File: config.mk
export PLATFORM = sky130hd
export DESIGN_NAME = cc_miss_handler
export DESIGN_NICKNAME = d
export VERILOG_FILES = /design/src/rtl/cc_pkg.sv /design/src/rtl/cc_mshr_entry.sv /design/src/rtl/cc_miss_handler.sv
export SDC_FILE = /design/constraint.sdc
export NUM_CORES = 2
export LEC_CHECK = 0
export BUFFER_PORTS_ARGS = -buffer_cell sky130_fd_sc_hd__buf_2
export CORE_ASPECT_RATIO = 1.1
export CORE_MARGIN = 2
export CORE_UTILIZATION = 45
export CTS_BUF_LIST = sky130_fd_sc_hd__clkbuf_8
export DETAILED_ROUTE_END_ITERATION = 16
export GPL_TIMING_DRIVEN = 0
export PLACE_DENSITY_LB_ADDON = 0.3
export SKIP_LAST_GASP = 1
export SYNTH_ARGS = -nofsm -noshare
export SYNTH_HDL_FRONTEND = slang
export SYNTH_SLANG_ARGS = --single-unit
File: constraint.sdc
create_clock -name clk -period 20.5 [get_ports clk]
set_input_delay 0 -clock clk [delete_from_list [all_inputs] [get_ports clk]]
set_output_delay 0 -clock clk [all_outputs]
set_load 0.005 [all_outputs]
File: src/rtl/cc_pkg.sv
// Shared types and constants for the cache-controller miss handler.
package cc_pkg;

    // Lifecycle of one miss-status-holding entry
    typedef enum logic [2:0] {
        ST_FREE   = 3'd0,
        ST_PEND   = 3'd1,
        ST_ISSUED = 3'd2,
        ST_FILL   = 3'd3,
        ST_WRITE  = 3'd4
    } mshr_state_e;

    localparam logic [1:0] AXI_BURST_WRAP = 2'b10;
    localparam logic [1:0] AXI_RESP_OKAY  = 2'b00;

    // Number of R beats needed to fill one line
    function automatic int cc_line_beats(input int line_b, input int data_w);
        return (line_b * 8) / data_w;
    endfunction

endpackage

File: src/rtl/cc_mshr_entry.sv
// One MSHR entry: state, line address, critical word, beat counter, line buffer.
module cc_mshr_entry
    import cc_pkg::*;
#(
    parameter int LA_W   = 26,
    parameter int CW_W   = 3,
    parameter int DATA_W = 64,
    parameter int BEATS  = 8
) (
    input  logic                         clk,
    input  logic                         rst,
    input  logic                         i_alloc,
    input  logic [LA_W-1:0]              i_line,
    input  logic [CW_W-1:0]              i_crit,
    input  logic                         i_ar_done,
    input  logic                         i_beat,
    input  logic                         i_rlast,
    input  logic [DATA_W-1:0]            i_rdata,
    output mshr_state_e                  o_state,
    output logic [LA_W-1:0]              o_line,
    output logic [CW_W-1:0]              o_crit,
    output logic [CW_W-1:0]              o_cnt,
    output logic [BEATS-1:0][DATA_W-1:0] o_data
);

    mshr_state_e                  r_state;
    logic [LA_W-1:0]              r_line;
    logic [CW_W-1:0]              r_crit;
    logic [CW_W-1:0]              r_cnt;
    logic [BEATS-1:0][DATA_W-1:0] r_data;
    logic                         w_take;
    logic [CW_W-1:0]              w_slot;

    // Beats are only meaningful once the AR has gone out
    assign w_take = i_beat && (r_state == ST_ISSUED || r_state == ST_FILL);
    // Wrap burst starts at the critical word; counter wraps naturally at BEATS
    assign w_slot = r_crit + r_cnt;

    // Entry lifecycle and bookkeeping
    always_ff @(posedge clk or posedge rst) begin
        if (rst) begin
            r_state <= ST_FREE;
            r_line  <= '0;
            r_crit  <= '0;
            r_cnt   <= '0;
        end else begin
            case (r_state)
                ST_FREE: if (i_alloc) begin
                    r_state <= ST_PEND;
                    r_line  <= i_line;
                    r_crit  <= i_crit;
                    r_cnt   <= '0;
                end
                ST_PEND: if (i_ar_done) r_state <= ST_ISSUED;
                ST_ISSUED, ST_FILL: if (w_take) begin
                    r_cnt   <= r_cnt + 1'b1;
                    r_state <= i_rlast ? ST_WRITE : ST_FILL;
                end
                default: r_state <= ST_FREE;
            endcase
        end
    end

    // Line buffer; contents are only consumed while the entry is in WRITE
    always_ff @(posedge clk) begin
        if (w_take) r_data[w_slot] <= i_rdata;
    end

    assign o_state = r_state;
    assign o_line  = r_line;
    assign o_crit  = r_crit;
    assign o_cnt   = r_cnt;
    assign o_data  = r_data;

endmodule

File: src/rtl/cc_miss_handler.sv
// Multi-entry miss handler: merges secondary misses, issues WRAP bursts,
// reassembles out-of-order R beats by ID and writes completed lines out.
module cc_miss_handler
    import cc_pkg::*;
#(
    parameter  int ADDR_W   = 32,
    parameter  int DATA_W   = 64,
    parameter  int LINE_B   = 64,
    parameter  int INDEX_W  = 9,
    parameter  int NUM_MSHR = 4,
    parameter  int ID_W     = 4,
    localparam int BEATS    = cc_line_beats(LINE_B, DATA_W),
    localparam int OFF_W    = $clog2(LINE_B),
    localparam int WB_W     = $clog2(DATA_W / 8),
    localparam int CW_W     = $clog2(BEATS),
    localparam int LA_W     = ADDR_W - OFF_W,
    localparam int TAG_W    = LA_W - INDEX_W,
    localparam int IW       = $clog2(NUM_MSHR)
) (
    input  logic                clk,
    input  logic                rst,
    input  logic                miss_valid_i,
    input  logic [ADDR_W-1:0]   miss_addr_i,
    output logic                miss_ready_o,
    output logic                merge_o,
    output logic [IW-1:0]       miss_id_o,
    output logic [ID_W-1:0]     mem_arid_o,
    output logic [ADDR_W-1:0]   mem_araddr_o,
    output logic [3:0]          mem_arlen_o,
    output logic [2:0]          mem_arsize_o,
    output logic [1:0]          mem_arburst_o,
    output logic                mem_arvalid_o,
    input  logic                mem_arready_i,
    input  logic [ID_W-1:0]     mem_rid_i,
    input  logic [DATA_W-1:0]   mem_rdata_i,
    input  logic [1:0]          mem_rresp_i,
    input  logic                mem_rlast_i,
    input  logic                mem_rvalid_i,
    output logic                mem_rready_o,
    output logic                wren_o,
    output logic [INDEX_W-1:0]  waddr_o,
    output logic [TAG_W:0]      wdata_tag_o,
    output logic [LINE_B*8-1:0] wdata_data_o,
    output logic [IW-1:0]       fill_id_o,
    output logic                err_o
);

    mshr_state_e                            w_state [NUM_MSHR];
    logic [NUM_MSHR-1:0][LA_W-1:0]          w_line;
    logic [NUM_MSHR-1:0][CW_W-1:0]          w_crit;
    logic [NUM_MSHR-1:0][CW_W-1:0]          w_cnt;
    logic [NUM_MSHR-1:0][BEATS*DATA_W-1:0]  w_data;

    logic [LA_W-1:0] w_req_line;
    logic [CW_W-1:0] w_req_crit;
    logic            w_unused_lsb;
    logic            w_hit, w_free, w_pend, w_acc;
    logic [IW-1:0]   w_hit_idx, w_free_idx, w_pend_idx, w_ar_idx, w_rid_idx;
    logic            w_ar_fire, w_rbeat, w_rid_ok, w_rtake, w_last_bad;
    logic            r_ar_hold, r_wren, r_err;
    logic [IW-1:0]   r_ar_idx, r_fill_id;

    assign w_req_line   = miss_addr_i[ADDR_W-1:OFF_W];
    assign w_req_crit   = miss_addr_i[OFF_W-1:WB_W];
    assign w_unused_lsb = ^miss_addr_i[WB_W-1:0];

    // Match, free and pending priority encoders; descending scan so lowest index wins
    always_comb begin
        w_hit      = 1'b0;
        w_hit_idx  = '0;
        w_free     = 1'b0;
        w_free_idx = '0;
        w_pend     = 1'b0;
        w_pend_idx = '0;
        for (int i = NUM_MSHR - 1; i >= 0; i--) begin
            if (w_state[i] != ST_FREE && w_line[i] == w_req_line) begin
                w_hit     = 1'b1;
                w_hit_idx = IW'(i);
            end
            if (w_state[i] == ST_FREE) begin
                w_free     = 1'b1;
                w_free_idx = IW'(i);
            end
            if (w_state[i] == ST_PEND) begin
                w_pend     = 1'b1;
                w_pend_idx = IW'(i);
            end
        end
    end

    // Request side: a hit always merges, otherwise a free entry is needed
    assign miss_ready_o = !rst && (w_hit || w_free);
    assign w_acc        = miss_valid_i && miss_ready_o;
    assign merge_o      = w_acc && w_hit;
    assign miss_id_o    = !w_acc ? '0 : (w_hit ? w_hit_idx : w_free_idx);

    // AR: once presented, the chosen entry is held until accepted, even if a
    // lower-index entry becomes pending in the meantime
    assign w_ar_idx      = r_ar_hold ? r_ar_idx : w_pend_idx;
    assign mem_arvalid_o = w_pend;
    assign w_ar_fire     = mem_arvalid_o && mem_arready_i;
    assign mem_arid_o    = mem_arvalid_o ? ID_W'(w_ar_idx) : '0;
    assign mem_araddr_o  = mem_arvalid_o ? {w_line[w_ar_idx], w_crit[w_ar_idx], {WB_W{1'b0}}} : '0;
    assign mem_arlen_o   = mem_arvalid_o ? 4'(BEATS - 1) : '0;
    assign mem_arsize_o  = mem_arvalid_o ? 3'(WB_W) : '0;
    assign mem_arburst_o = mem_arvalid_o ? AXI_BURST_WRAP : '0;

    // Remember a stalled AR selection
    always_ff @(posedge clk or posedge rst) begin
        if (rst) begin
            r_ar_hold <= 1'b0;
            r_ar_idx  <= '0;
        end else begin
            r_ar_hold <= mem_arvalid_o && !mem_arready_i;
            r_ar_idx  <= w_ar_idx;
        end
    end

    // R side: beats for an id without an issued entry are dropped
    assign mem_rready_o = !rst;
    assign w_rbeat      = mem_rvalid_i && mem_rready_o;
    assign w_rid_idx    = mem_rid_i[IW-1:0];
    assign w_rid_ok     = (32'(mem_rid_i) < NUM_MSHR) &&
                          (w_state[w_rid_idx] == ST_ISSUED || w_state[w_rid_idx] == ST_FILL);
    assign w_rtake      = w_rbeat && w_rid_ok;
    assign w_last_bad   = mem_rlast_i && (w_cnt[w_rid_idx] != CW_W'(BEATS - 1));

    for (genvar g = 0; g < NUM_MSHR; g++) begin : g_mshr
        cc_mshr_entry #(
            .LA_W   (LA_W),
            .CW_W   (CW_W),
            .DATA_W (DATA_W),
            .BEATS  (BEATS)
        ) u_entry (
            .clk       (clk),
            .rst       (rst),
            .i_alloc   (w_acc && !w_hit && w_free_idx == IW'(g)),
            .i_line    (w_req_line),
            .i_crit    (w_req_crit),
            .i_ar_done (w_ar_fire && w_ar_idx == IW'(g)),
            .i_beat    (w_rtake && w_rid_idx == IW'(g)),
            .i_rlast   (mem_rlast_i),
            .i_rdata   (mem_rdata_i),
            .o_state   (w_state[g]),
            .o_line    (w_line[g]),
            .o_crit    (w_crit[g]),
            .o_cnt     (w_cnt[g]),
            .o_data    (w_data[g])
        );
    end

    // Sticky error: bad id, non-OKAY response, or short/long burst
    always_ff @(posedge clk or posedge rst) begin
        if (rst) r_err <= 1'b0;
        else if (w_rbeat && (!w_rid_ok || mem_rresp_i != AXI_RESP_OKAY || (w_rid_ok && w_last_bad)))
            r_err <= 1'b1;
    end

    // Write-out register: the entry sits in WRITE during the cycle wren_o is high
    always_ff @(posedge clk or posedge rst) begin
        if (rst) begin
            r_wren    <= 1'b0;
            r_fill_id <= '0;
        end else begin
            r_wren    <= w_rtake && mem_rlast_i;
            r_fill_id <= w_rid_idx;
        end
    end

    assign wren_o       = r_wren;
    assign fill_id_o    = r_wren ? r_fill_id : '0;
    assign waddr_o      = r_wren ? w_line[r_fill_id][INDEX_W-1:0] : '0;
    assign wdata_tag_o  = r_wren ? {1'b1, w_line[r_fill_id][LA_W-1:INDEX_W]} : '0;
    assign wdata_data_o = r_wren ? w_data[r_fill_id] : '0;
    assign err_o        = r_err;

endmodule

**Yosys cells after proc, flatten, opt, wreduce, memory -nomap -nowiden**

Index checks and enable logic that the tools add are counted.

- Add/subtract/negate cells: 8
- Order comparisons: 13
- Eq/ne operators: 40
- Mux-type cells: 90
- Bitwise operators: 1
- Reductions and logical operators: 81

Operator list:

| operator | count |
|---|---|
| $bwmux W512 | 4 |
| $bmux W512 S2 | 1 |
| $mux W512 | 2 |
| $demux W64 S3 | 4 |
| $mux W64 | 4 |
| $bmux W26 S2 | 2 |
| $eq A26 B26 Y1 | 4 |
| $mux W3 | 26 |
| $mux W26 | 2 |
| $mux W2 | 19 |
| $logic_and A1 B1 Y1 | 37 |
| $pmux W3 S3 | 4 |
| $mux W32 | 1 |
| $eq A3 B2 Y1 const B | 10 |
| $ne A2 B1 Y1 const B | 12 |
| $pmux W3 S2 | 4 |
| $reduce_and A3 Y1 | 8 |
| $bmux W3 S2 | 3 |
| $mux W18 | 1 |
| $lt A3 B4 Y1 const B | 4 |
| $add A3 B1 Y3 const B | 4 |
| $add A3 B3 Y3 | 4 |
| $eq A2 B2 Y1 const B | 6 |
| $eq A3 B1 Y1 const B | 4 |
| other kinds (17) | 63 |

- Register bits: 2,195
- Input bits: 108
- Output and inout bits: 594
- Word-level logic and storage cells: 286

**Logic depth before layout (Yosys ltp)**

- Depth in word-level cells: 13
- Mapped depth: 10
- Depth with buffers taken out: 8

**Cells and area by module**

A second synthesis with hierarchy kept.

- Cells, all modules: 4,138
- Area total of the unflattened synthesis: 86,730.7 µm²

Modules (own cells, without submodules):

| module | times used | cells an instance | area an instance (µm²) | seq. area each (µm²) |
|---|---|---|---|---|
| cc_mshr_entry | 4 | 621 | 16,893.7 | 16,250.6 |
| cc_miss_handler | 1 | 1,654 | 19,155.9 | 175.2 |

**Worst setup path after synthesis**

Ideal clock, no wire load.

- Path kind: reg-to-reg
- From: reg, netlist name g_mshr[2].u_entry.o_cnt[0]
- To: reg g_mshr[2].u_entry.r_data (netlist bit g_mshr[2].u_entry.o_data[384]), enable pin
- Library setup time: 666 ps
- Arrival: 8,026 ps
- Data required time: 19,834 ps
- Setup slack: 11,808 ps
- Stages on the path, launching flop included: 6
- Buffers on the path: 0
- Clock period less this slack: 8,692 ps
- Cells stage by stage: dfrtp_1 ha_1 fa_1 xnor2_1 xor2_1 nor4b_1

RTL lines:

| element | line | text |
|---|---|---|
| end signal: indexed assignment | cc_mshr_entry.sv:66 | `if (w_take) r_data[w_slot] <= i_rdata;` |
| end: declaration | cc_mshr_entry.sv:30 | `logic [BEATS-1:0][DATA_W-1:0] r_data;` |

**Worst setup path after layout**

- From: reg r_fill_id[1]
- To: out wdata_data_o[444]

- Longest elaborated chain between the ends: 3

RTL lines:

| element | line | text |
|---|---|---|
| start: declaration | cc_miss_handler.sv:61 | `logic [IW-1:0] r_ar_idx, r_fill_id;` |
| start signal: assignment | cc_miss_handler.sv:166 | `r_fill_id <= w_rid_idx;` |
| $bmux W512 S2 | cc_miss_handler.sv:174 | `assign wdata_data_o = r_wren ? w_data[r_fill_id] : '0;` |
| $mux W512 (implied by the code) | cc_miss_handler.sv:174 |  |
| $mux W512 | cc_miss_handler.sv:174 |  |
| end: declaration | cc_miss_handler.sv:43 | `output logic [LINE_B*8-1:0] wdata_data_o,` |

No other way between the ends. The select of a mux whose other input is x is not followed.

==> impl_metrics.csv <==
group,metric,value,unit
run_status,status,"finished clean",
clock_network,post_cts_buffers,0,
hold_path,worstHoldPathType,"primary input to register",
sta,fin_crit,5050,ps
synthesis,synthAdderAreaFrac,0.207,%
worst_setup_path,path_max_fanout,10,
sta,fmax,198,MHz
detailed_routing,postRouteAntennaNets,0,
synthesis,yosysMostFrequentCell,"edfxtp_1",
die,start_util,45.1,%
power_and_ir_drop,p_leak,37.4,nW
clock_network,path_clk_slew,60,ps
placement,dp_hpwl,178,mm
clock_network,clk_latency,1070,ps
clock_network,cts.sinks,2195,
synthesis,async_reset_ff_share,6.70,%
worst_setup_path,cp-start-kind,"register",
power_and_ir_drop,irDropWorstVdd,0.0000962,V
synthesis,synth.ff_latch_count,2195,
power_and_ir_drop,powerDensity,96.1,nW/µm²
detailed_routing,first_iter_violations,4791,
clock_network,cts_buffers,364,
synthesis,yosysTopAreaCell,"edfxtp_1",
grt,grt_util_all_layers,25.7,%
power_and_ir_drop,p_clk_share,34.4,%
clock_network,h-tree-depth,5,
layout,syn_to_final_growth,20.7,%
sta,maxSlewHeadroom,4.95,%
die,core,192000,µm²
worst_setup_path,worstSetupPathType,"register to primary output",
synthesis,syn_area_per_cell,21.4,µm²
worst_setup_path,max_stage_delay,1080,ps
detailed_routing,wl_per_cell,30.3,µm
worst_setup_path,cp.required,20500,ps
synthesis,synthCells,4069,
sta,period_share,24.6,%
layout,layout-drive-gt1-share,36.5,%
synthesis,synth_top_flop_cell,"edfxtp_1",
grt,antenna_found_initial,24,
worst_setup_path,critPathArrivalTime,5050,ps
die,pin_count,702,
synthesis,synthMuxAreaShare,16.4,%
power_and_ir_drop,power.switching,2.59,mW
detailed_routing,route.vias.total,47100,
worst_setup_path,path_delay_family,"buffers and inverters",
placement,io_buffers,664,
detailed_routing,vias_per_cell,5.61,
worst_setup_path,r2r_slack,16210,ps
worst_setup_path,crit_chain,"clkbuf_1, clkbuf_1, buf_1, mux4_2, and2_1, buf_2",
sta,slew_violations,0,
sta,setup_viol,0,
grt,grt_pass1_vias,47900,
synthesis,synth_top_family_by_area,"multiplexers",
power_and_ir_drop,p_int,7.49,mW
layout,final_util,54.5,%
worst_setup_path,timing.critical_path.mode_cell,"clkbuf_1",
synthesis,synth_area_leaders,"edfxtp_1 (71%), mux4_2 (15%), dfrtp_1 (4.2%), and2_1 (4.1%), mux2_2 (1.0%)",
synthesis,ys_seq_area_share,75.0,%
power_and_ir_drop,switching_share,25.7,%
sta,holdWs,74.4,ps
synthesis,syn-cell-area,86900,µm²
synthesis,yosysUniqueCellTypes,69,
grt,grt_overflow,0,
detailed_routing,drt_first_pass_iters,5,
detailed_routing,wl,254,mm
synthesis,synth_warnings,0,
power_and_ir_drop,power_frac_comb,13.8,%
synthesis,synth_xor_xnor_area_share,1.21,%
synthesis,synthSimpleGateAreaFrac,5.26,%
power_and_ir_drop,seq_power_share,51.8,%
sta,worstMarginPinSlew,1430,ps
die,fp-row-count,169,
run,cap_violations,0,
die,die_w,423,µm
synthesis,synth-edff-count,2048,
clock_network,cts_root_buffer,"clkbuf_8",
die,die_area,197000,µm²
synthesis,synthTopCellsByCount,"edfxtp_1 (2,048), and2_1 (571), mux4_2 (561), dfrtp_1 (147), clkbuf_1 (93)",
power_and_ir_drop,total_power,10.1,mW
synthesis,synth_top_cell_area_share,70.8,%
clock_network,cts_tree,"yes",
worst_setup_path,critPathCaptureType,"primary output",
grt,grt_max_degree,81,
die,die_h,465,µm
sta,rsz0062_at_grt,"no",
layout,nets,5672,
clock_network,cts_resized,0,
synthesis,synth_compound_gate_area_share,0.390,%
worst_setup_path,crit_slowest_cell,"clkbuf_1",
placement,gp_congestion,0.892,
sta,final.setup.tns,0,ps
detailed_routing,drcViolationCount,0,
grt,grt_pass1_wl,355,mm
clock_network,cts_hold_buf,228,
sta,finalHoldViolations,0,
clock_network,cts_buffer_depth,4,
sta,clock_skew,107,ps
worst_setup_path,crit_buf_inv,4,
==> cell type report <==
type / instances / area (µm²)
Timing Repair Buffer: 1110 / 8140
Fill cell: 15000 / 87500
Clock inverter: 252 / 1220
Tap cell: 2565 / 3210
Clock buffer: 375 / 5160
Multi-Input combinational cell: 1623 / 20600
Buffer: 250 / 1300
Antenna cell: 8 / 20.0
Sequential cell: 2195 / 65200
Inverter: 8 / 35.0
==> kinds of logic after synthesis <==
kind of cell / Yosys count
AOI/OAI and AO/OA: 48
buffers and inverters: 258
DFF: 2195
adders and majority gates: 12
other: 1
muxes: 685
xor gates and xnor gates: 117
and+or+nand+nor: 753
==> worst paths after layout <==
check,start,endpoint,cells past startpoint
worst max-delay path,r_fill_id[1],wdata_data_o[444],6
worst min register to register,g_mshr[2].u_entry.o_state[2],g_mshr[2].u_entry.o_state[1],2
worst max register to register,g_mshr[1].u_entry.o_line[19],g_mshr[1].u_entry.o_line[1],12
worst min-delay path,mem_rdata_i[59],g_mshr[2].u_entry.o_data[315],2
min in group asynchronous,rst,g_mshr[2].u_entry.o_line[12],5
max in group asynchronous,rst,g_mshr[2].u_entry.o_cnt[2],6
==> sequential cells by signal, indices dropped and copies added (netlist names) <==
register,count
r_ar_idx,2
g_mshr.u_entry.o_state,12
wren_o,1
r_ar_hold,1
g_mshr.u_entry.o_line,104
err_o,1
g_mshr.u_entry.o_cnt,12
g_mshr.u_entry.o_crit,12
r_fill_id,2
g_mshr.u_entry.o_data,2048
==> per-layer routing <==
layer	part of all wire, %	vias up	wire, µm	global-route usage, %
met5	0.0047	-	12	0
met4	4.2	2	10600	10.6
met3	8.0	399	20300	5.24
met2	50	2255	126000	42.5
met1	38	25000	97400	33.5
li1	-	19400	-	-
==> power groups by stage <==
stage               logic (mW)  registers [mW]  clock network [mW]
floorplan                0.825            5.25                   0
detailed placement        1.33            5.31                   0
finish                    1.39            5.22                3.47
global route              1.46            5.24                3.73
global placement          1.28            5.30                   0
CTS                       1.39            5.21                3.54
==> through the flow <==
stage               instances  setup WS, ps  cell area, µm²
floorplan                4076         11810           86900
global route             8381         15350          105000
CTS                      8378         15280          105000
detailed placement       7523         16250           96100
global placement         7305          3000           93400
finish                   8386         15450          105000
==> cells in the final DEF (no fill, tap or decap), drive strengths merged, types with 3 or more instances in the layout <==
| cell | netlist | layout |
|---|---|---|
| bufinv | 0 | 7 |
| conb | 1 | 8 |
| o21ai | 14 | 14 |
| mux4 | 567 | 567 |
| nand3 | 17 | 17 |
| nand2b | 4 | 4 |
| a31oi | 3 | 3 |
| buf | 156 | 1049 |
| inv | 8 | 130 |
| a31o | 3 | 3 |
| o211ai | 4 | 4 |
| nor4b | 4 | 4 |
| nor2 | 36 | 36 |
| nor3b | 5 | 5 |
| dlygate4sd3 | 0 | 217 |
| mux2 | 116 | 116 |
| xnor2 | 67 | 67 |
| ha | 8 | 8 |
| and3 | 3 | 3 |
| clkinvlp | 0 | 8 |
| or2 | 3 | 3 |
| diode | 0 | 8 |
| and2 | 572 | 572 |
| edfxtp | 2048 | 2048 |
| dfrtp | 147 | 147 |
| nor2b | 4 | 4 |
| or3 | 7 | 7 |
| nand4 | 18 | 18 |
| clkbuf | 94 | 469 |
| nand2 | 33 | 33 |
| xor2 | 50 | 50 |
| nor3 | 19 | 19 |
| a21oi | 8 | 8 |
| nor4 | 23 | 23 |
| fa | 4 | 4 |
| clkinv | 0 | 115 |
No activity file was read; power rests on OpenSTA's default activity.
